File: config.mk
export PLATFORM = sky130hd
export DESIGN_NAME = clock_set_ctrl
export DESIGN_NICKNAME = d
export VERILOG_FILES = /design/src/rtl/clock_set_ctrl.sv
export SDC_FILE = /design/constraint.sdc
export NUM_CORES = 1
export LEC_CHECK = 0
export CELL_PAD_IN_SITES_DETAIL_PLACEMENT = 0
export CELL_PAD_IN_SITES_GLOBAL_PLACEMENT = 1
export CORE_ASPECT_RATIO = 1.4
export CORE_MARGIN = 1
export CORE_UTILIZATION = 44
export DETAILED_ROUTE_END_ITERATION = 10
export HOLD_SLACK_MARGIN = 0.1
export PLACE_DENSITY_LB_ADDON = 0.1
export SETUP_SLACK_MARGIN = 0.1
export SLEW_MARGIN = 20
export SYNTH_ARGS = -nofsm -noshare
export SYNTH_HDL_FRONTEND = slang
export SYNTH_SLANG_ARGS = --single-unit
export TNS_END_PERCENT = 100
File: constraint.sdc
create_clock -name clk -period 5.24 [get_ports clk]
set_input_delay 0.524 -clock clk [delete_from_list [all_inputs] [get_ports clk]]
set_output_delay 0.524 -clock clk [all_outputs]
set_load 0.01 [all_outputs]
File: src/rtl/clock_set_ctrl.sv
// rtl/clock_set_ctrl.sv - 1 Hz tick generator and two-button time-set controller for a 12-hour BCD clock
//
// Purpose:
//   Free-running prescaler producing the per-second counter enable, plus a
//   RUN / SET_HH / SET_MM / COMMIT state machine that edits hour, minute and
//   PM in shadow registers and commits them with a one-cycle load strobe.
//
// Ports:
//   clk, reset          system clock, synchronous active-high reset
//   btn_mode, btn_inc   debounced button levels (rising edges are used)
//   cur_hh/cur_mm/cur_pm  live counter time, captured on entry to set mode
//   tick                one-cycle enable per second, RUN only
//   load                one-cycle commit strobe (COMMIT state)
//   ld_hh/ld_mm/ld_pm   edited time presented with load
//   mode                0=RUN, 1=SET_HH, 2=SET_MM
//   blink               display blink phase, 0 outside set states
//
// Configuration macro: AUTO_REPEAT_EN (held increment button auto-repeats).

module clock_set_ctrl #(
    parameter int TICK_DIV  = 10000000,
    parameter int TIMEOUT_S = 30
) (
    input  logic       clk,
    input  logic       reset,
    input  logic       btn_mode,
    input  logic       btn_inc,
    input  logic [7:0] cur_hh,
    input  logic [7:0] cur_mm,
    input  logic       cur_pm,
    output logic       tick,
    output logic       load,
    output logic [7:0] ld_hh,
    output logic [7:0] ld_mm,
    output logic       ld_pm,
    output logic [1:0] mode,
    output logic       blink
);

    localparam int             PW        = $clog2(TICK_DIV);
    localparam logic [PW-1:0]  DIV_LAST  = PW'(TICK_DIV - 1);
    localparam logic [PW-1:0]  HALF_LAST = PW'(TICK_DIV / 2 - 1);
    localparam logic [7:0]     TO_LAST   = 8'(TIMEOUT_S - 1);

    typedef enum logic [1:0] {
        RUN    = 2'd0,
        SET_HH = 2'd1,
        SET_MM = 2'd2,
        COMMIT = 2'd3
    } state_t;

    state_t        state;
    state_t        state_n;
    logic [PW-1:0] pcnt;
    logic [7:0]    to_cnt;
    logic [7:0]    to_cnt_n;
    logic          mode_q;
    logic          inc_q;
    logic          mode_e;
    logic          inc_e;
    logic          inc_go;
    logic          sec;
    logic          half;
    logic          in_set;
    logic          blink_n;
    logic [7:0]    hh_n;
    logic [7:0]    mm_n;
    logic          pm_n;
    logic [7:0]    hh_inc;
    logic [7:0]    mm_inc;
    logic          pm_inc;

    assign sec    = (pcnt == DIV_LAST);
    assign half   = sec || (pcnt == HALF_LAST);
    assign mode_e = btn_mode & ~mode_q;
    assign inc_e  = btn_inc & ~inc_q;
    assign in_set = (state == SET_HH) || (state == SET_MM);

`ifdef AUTO_REPEAT_EN
    // Repeat arms once the button has been held a full second since its
    // rising edge, then fires on every prescaler half until release.
    logic [PW-1:0] rep_cnt;
    logic          rep_armed;
    logic          rep_fire;

    assign rep_fire = rep_armed & half & btn_inc;
    assign inc_go   = inc_e | rep_fire;

    always_ff @(posedge clk) begin
        if (reset || !btn_inc || !in_set || (state_n != state) || inc_e) begin
            rep_cnt   <= '0;
            rep_armed <= 1'b0;
        end else if (!rep_armed) begin
            if (rep_cnt == DIV_LAST) begin
                rep_armed <= 1'b1;
            end else begin
                rep_cnt <= rep_cnt + PW'(1);
            end
        end
    end
`else
    assign inc_go = inc_e;
`endif

    // 12-hour BCD hour step; PM flips when passing 11 -> 12.
    always_comb begin
        hh_inc = ld_hh + 8'd1;
        pm_inc = ld_pm;
        if (ld_hh == 8'h12) begin
            hh_inc = 8'h01;
        end else if (ld_hh == 8'h09) begin
            hh_inc = 8'h10;
        end else if (ld_hh == 8'h11) begin
            hh_inc = 8'h12;
            pm_inc = ~ld_pm;
        end
    end

    // BCD minute step 00..59, no carry into hours.
    always_comb begin
        mm_inc = ld_mm + 8'd1;
        if (ld_mm[3:0] == 4'd9) begin
            if (ld_mm[7:4] == 4'd5) begin
                mm_inc = 8'h00;
            end else begin
                mm_inc = {ld_mm[7:4] + 4'd1, 4'd0};
            end
        end
    end

    always_comb begin
        state_n  = state;
        to_cnt_n = to_cnt;
        hh_n     = ld_hh;
        mm_n     = ld_mm;
        pm_n     = ld_pm;
        load     = 1'b0;
        case (state)
            RUN: begin
                if (mode_e) begin
                    hh_n     = cur_hh;
                    mm_n     = cur_mm;
                    pm_n     = cur_pm;
                    to_cnt_n = 8'd0;
                    state_n  = SET_HH;
                end
            end
            SET_HH, SET_MM: begin
                // Mode edge takes priority; a coincident increment is dropped.
                if (mode_e) begin
                    to_cnt_n = 8'd0;
                    state_n  = (state == SET_HH) ? SET_MM : COMMIT;
                end else if (inc_go) begin
                    to_cnt_n = 8'd0;
                    if (state == SET_HH) begin
                        hh_n = hh_inc;
                        pm_n = pm_inc;
                    end else begin
                        mm_n = mm_inc;
                    end
                end else if (sec) begin
                    if (to_cnt == TO_LAST) begin
                        to_cnt_n = 8'd0;
                        state_n  = RUN;
                    end else begin
                        to_cnt_n = to_cnt + 8'd1;
                    end
                end
            end
            COMMIT: begin
                load    = 1'b1;
                state_n = RUN;
            end
            default: state_n = RUN;
        endcase
    end

    // Blink runs only while staying within the set states; anything else
    // (entry to RUN, COMMIT) forces it low.
    always_comb begin
        blink_n = 1'b0;
        if (in_set && ((state_n == SET_HH) || (state_n == SET_MM))) begin
            blink_n = blink ^ half;
        end
    end

    always_comb begin
        case (state)
            SET_HH:  mode = 2'd1;
            SET_MM:  mode = 2'd2;
            default: mode = 2'd0;
        endcase
    end

    always_ff @(posedge clk) begin
        if (reset) begin
            state  <= RUN;
            pcnt   <= '0;
            to_cnt <= 8'd0;
            mode_q <= 1'b0;
            inc_q  <= 1'b0;
            tick   <= 1'b0;
            ld_hh  <= 8'h12;
            ld_mm  <= 8'h00;
            ld_pm  <= 1'b0;
            blink  <= 1'b0;
        end else begin
            state  <= state_n;
            // Commit restarts the second so the counter gets a full second
            // after being loaded.
            pcnt   <= ((state == COMMIT) || sec) ? '0 : pcnt + PW'(1);
            to_cnt <= to_cnt_n;
            mode_q <= btn_mode;
            inc_q  <= btn_inc;
            tick   <= sec && (state == RUN);
            ld_hh  <= hh_n;
            ld_mm  <= mm_n;
            ld_pm  <= pm_n;
            blink  <= blink_n;
        end
    end

endmodule
==> Word-level counts from Yosys, hierarchy flattened <==
Cells that the tools add are included.
{ "word_totals": {"regBits": 55, "inputBits": 21, "out_inout_bits": 22, "elab_cells": 97} }
{ "op_classes": {"addsub": 5, "eq_ne": 22, "n_mux": 38, "n_bitwise": 7, "reduce_logical": 15} }
{ "op_table": {"columns": ["op", "n"], "rows": [
  ["$mux 8", 18],
  ["$pmux 8 s2", 3],
  ["$add 24x1->24 const B", 1],
  ["$add 8x1->8 const B", 3],
  ["$eq 24x23->1 const B", 1],
  ["$eq 24x24->1 const B", 1],
  ["$eq 8x5->1 const B", 3],
  ["$ne 2x2->1 const B", 8],
  ["$mux 2", 5],
  ["$reduce_and 5->1", 2],
  ["$mux 1", 9],
  ["$eq 8x4->1 const B", 1],
  ["$reduce_and 8->1", 1],
  ["$eq 2x2->1 const B", 3],
  ["$pmux 2 s3", 1],
  ["$reduce_or 2->1", 3],
  ["$add 4x1->4 const B", 1],
  ["$eq 2x1->1 const B", 2],
  ["$eq 4x3->1 const B", 1],
  ["$eq 4x4->1 const B", 1],
  ["$logic_or 1x1->1", 4],
  ["$ne 4x4->1 const B", 1],
  ["$not 1->1", 4],
  ["$pmux 2 s2", 1],
  ["other kinds (7)", 9]
]} }

==> Longest topological paths before layout <==
{ "depth": {"ltp_word": 11, "mapped_depth": 7, "mapped_depth_nobuf": 7} }

==> Worst setup path before layout <==
No wires, ideal clock.
{ "synth_timing": {"path_kind": "flip-flop to flip-flop", "from": "register pcnt[8]", "to": "register to_cnt[1]", "setup_time_ps": 152, "t_arrival_ps": 2158, "required_ps": 5088, "path_slack_ps": 2929, "path_stages_with_launch": 6, "path_buffers": 0, "synth_period_minus_slack_ps": 2311, "cell_sequence": "dfxtp_1 > or4b_1 > or4_1 > o21a_1 > o31ai_1 > a311oi_1"} }
{ "synth_via": {"elab_chain_cells": 3} }
{ "synth_rtl": {"columns": ["element", "line_no", "text"], "rows": [
  ["start: declaration", "54", "logic [PW-1:0] pcnt;"],
  ["start signal: assignment", "211", "pcnt <= ((state == COMMIT) || sec) ? '0 : pcnt + PW'(1);"],
  ["$eq 24x24->1", "73", "assign sec = (pcnt == DIV_LAST);"],
  ["$ne 4x4->1 (no line)", null, null],
  ["$reduce_and 3->1 (no line)", null, null],
  ["end signal: assignment", "212", "to_cnt <= to_cnt_n;"],
  ["end: declaration", "55", "logic [7:0] to_cnt;"]
]} }
Every way passes these cells.
A chain may end at the register's enable or synchronous reset.

==> Worst setup path after layout <==
{ "layout_timing": {"from": "register state[0]", "to": "register ld_hh[1]"} }
{ "layout_via": {"elab_chain_cells": 4, "word_cells_on_any_way": 11, "cone_classes": "eq/ne: 6; mux: 1; reduce/logical: 4"} }
{ "layout_rtl": {"columns": ["element", "line_no", "text"], "rows": [
  ["start: declaration", "52", "state_t state;"],
  ["start signal: assignment", "208", "state <= state_n;"],
  ["$eq 2x2->1 / $eq 2x1->1 (equally long branches)", "138, 155", null],
  ["$reduce_or 2->1", "138", "case (state)"],
  ["$ne 2x2->1 (no line) / $reduce_bool 2->1 (equally long branches)", null, null],
  ["$reduce_and 5->1 (no line)", null, null],
  ["end signal: assignment", "216", "ld_hh <= hh_n;"],
  ["end: declaration", "33", "output logic [7:0] ld_hh,"]
]} }
Several ways; a longest one is shown, not always the timed one.

==> impl_metrics.yaml <==
cells_and_area:
  area.growth.synth_to_final_pct: 19.1
  final_cell_mix: "dfxtp_1 (55), nor2_1 (45), clkdlybuf4s50_1 (42)"
  finalNonFillerCells: 522
  drive_above_1_share: 0.0351
  final_nets: 457
  antenna_cells: 0
  final_core_util: 0.541
  layout_commonest_cell: "dfxtp_1"
clock_tree:
  cts_htree_levels: 2
  clkSinkCount: 55
  clock_path_buffers: 2
  cts_setup_buffers: 0
  cts_tree: "built"
  cts.clk_slew.worst_paths_ps: 110
  cts_resized: 0
  postCtsHoldBufs: 0
  root_buffer: "clkbuf_8"
  cts_buffers: 5
  clock_latency_ps: 320
sta:
  hold_viol: 0
  min_period_ps: 3160
  tns_ps: 0
  max_slew_margin: 0.323
  slew_viol_final: 0
  whs_ps: 473
  rsz0062_at_grt: "no"
  fin_skew_ps: 13.7
  worst-slew-pin-transition_ps: 1010
  final-setup-viol-count: 0
  finalCritPeriodShare: 0.603
  fmax_ghz: 0.316
worst_setup_path:
  critical_path_class: "reg -> reg"
  r2r-end: "ld_hh[1]$_SDFFE_PP1P_"
  critical_path_required_ps: 5500
  crit_path_start_kind: "flip-flop"
  reg2reg_from: "state[0]$_SDFF_PP0_"
  crit_start: "state[0]$_SDFF_PP0_"
  end_kind: "flip-flop"
  worstRegToRegCells: 7
  rrSetupSlack_ps: 2080
  arrival_ps: 3420
  critical_path.max_fanout: 26
grt:
  track_usage: 0.224
  grt_overflow_total: 0
  grt_pass1_wl_um: 13200
  grt_pass1_vias: 2767
  grt_max_degree: 27
  antenna_found_initial: 0
pwr:
  p_switching_uw: 349
  p_int_uw: 756
  p_sw_frac: 0.316
  p_seq_frac: 0.442
  powerDensity_nw_per_um2: 293
  p_total_mw: 1.10
  p_leak_nw: 1.24
  ir_worst_vdd_mv: 0.182
  clkPwrFrac: 0.309
  power_frac_comb: 0.249
synth:
  ys_types: 54
  yosysWarningCount: 0
  synth_nets: 427
  synth.cell_area_um2: 3170
  synth_edf_count: 0
  synth-main-ff-cell: "dfxtp_1"
  synth-seq-cells: 55
  async_flop_share: 0
  synth.avg_cell_area_um2: 8.01
  seq_area_frac_synth: 0.347
  synth_cells: 396
floorplanning:
  die_h_um: 102
  start_util: 0.454
  die_w_um: 73.7
  ioPinCount: 43
  design.die.area_um2: 7550
  core_um2: 6980
  rows: 36
place:
  gp_congestion: 0.822
  hpwl_um: 5670
  numPortBuffers: 42
  dp_cells: 514
detailed_routing:
  first_pass_iters: 4
  drt-initial-drc-count: 152
  avgRoutedWirePerCell_um: 15.4
  vias_per_cell: 5.68
  drc: 0
  ant_nets: 0
  wirelength_um: 8030
  vias: 2966
hold_path:
  hold-path-endpoint: "pcnt[0]$_SDFF_PP0_"
  holdPathStages: 1
  min-delay-start: "pcnt[0]$_SDFF_PP0_"
  min_path_type: "reg -> reg"
outcome:
  status: "finished clean"
job:
  drv_cap: 0
[metal layers]
metal	vias to the layer above	wire length (um)	GRT usage
met5	-	0	0
met4	0	104	0.0710
li1	1508	-	-
met3	8	195	0.0394
met1	1408	3540	0.256
met2	42	4190	0.414
[through the flow]
step                area, um2  setup WS (ps)
floorplan                3170           2930
global placement         3640           2160
detailed placement       3640           2080
CTS                      3770           2070
global route             3770           1800
finish                   3770           2080
[worst max path at each step]
stage	end	slack (ps)	cells past startpoint
after floorplan	to_cnt[1]$_SDFFE_PP0P_	2930	5
after global placement	ld_hh[1]$_SDFFE_PP1P_	2160	7
after detailed placement	ld_hh[1]$_SDFFE_PP1P_	2080	7
after CTS	ld_hh[1]$_SDFFE_PP1P_	2070	7
after global routing	ld_hh[1]$_SDFFE_PP1P_	1800	7
final	ld_hh[1]$_SDFFE_PP1P_	2080	7
[flip-flops by register name (all words and copies together) (netlist names)]
signal	count
blink	1
inc_q	1
ld_hh	8
ld_mm	8
ld_pm	1
mode_q	1
pcnt	24
state	2
tick	1
to_cnt	8
[cell families after synthesis]
kind of cell / share of synthesized area
compound gates: 0.210
xor+xnor: 0.0746
fa+ha+maj: 0.0395
buf+inv: 0.0485
flops: 0.347
mux: 0.00316
simple gates: 0.277
[area by class of cell]
class | instances | area [um2]
fillers | 692 | 3210
clock buffers | 5 | 68.8
clock inverters | 3 | 67.6
well taps | 95 | 119
multi-input cells | 302 | 1920
repair buffers | 44 | 435
inverters | 18 | 67.6
flip-flops and latches | 55 | 1100
[cell usage after synthesis, types with 6 or more instances]
| cell type | n | area, um2 |
|---|---|---|
| nor4_1 | 6 | 37.5 |
| xnor2_1 | 20 | 175 |
| nor2b_1 | 9 | 56.3 |
| a21oi_1 | 29 | 145 |
| nand2_1 | 17 | 63.8 |
| nor2_1 | 45 | 169 |
| inv_1 | 17 | 63.8 |
| nand3_1 | 19 | 95.1 |
| nand4_1 | 8 | 50.1 |
| o21ai_0 | 27 | 135 |
| nor3b_1 | 6 | 45.0 |
| and3_1 | 11 | 68.8 |
| o31ai_1 | 6 | 45.0 |
| xor2_1 | 7 | 61.3 |
| ha_1 | 10 | 125 |
| nor3_1 | 8 | 40.0 |
| clkbuf_1 | 19 | 71.3 |
| or4_1 | 7 | 52.6 |
| a211oi_1 | 8 | 60.1 |
| dfxtp_1 | 55 | 1100 |
[worst max-delay path, cell delays in order (launching register included)]
cell and delay (ps):
dfxtp_1 430, inv_1 90, ha_1 780, clkinv_1 820, a41o_1 490, a311oi_1 260
a211oi_1 60, o21ai_0 170
[power groups by stage]
stage          logic, mW  registers, mW  clock network [mW]
2_1_floorplan      0.188          0.483                   0
3_3_place_gp       0.273          0.496                   0
3_5_place_dp       0.274          0.497                   0
4_1_cts            0.275          0.487               0.351
5_1_grt            0.306          0.493               0.366
6_report           0.275          0.489               0.341
Note: power is estimated with default switching activity, not from simulation.
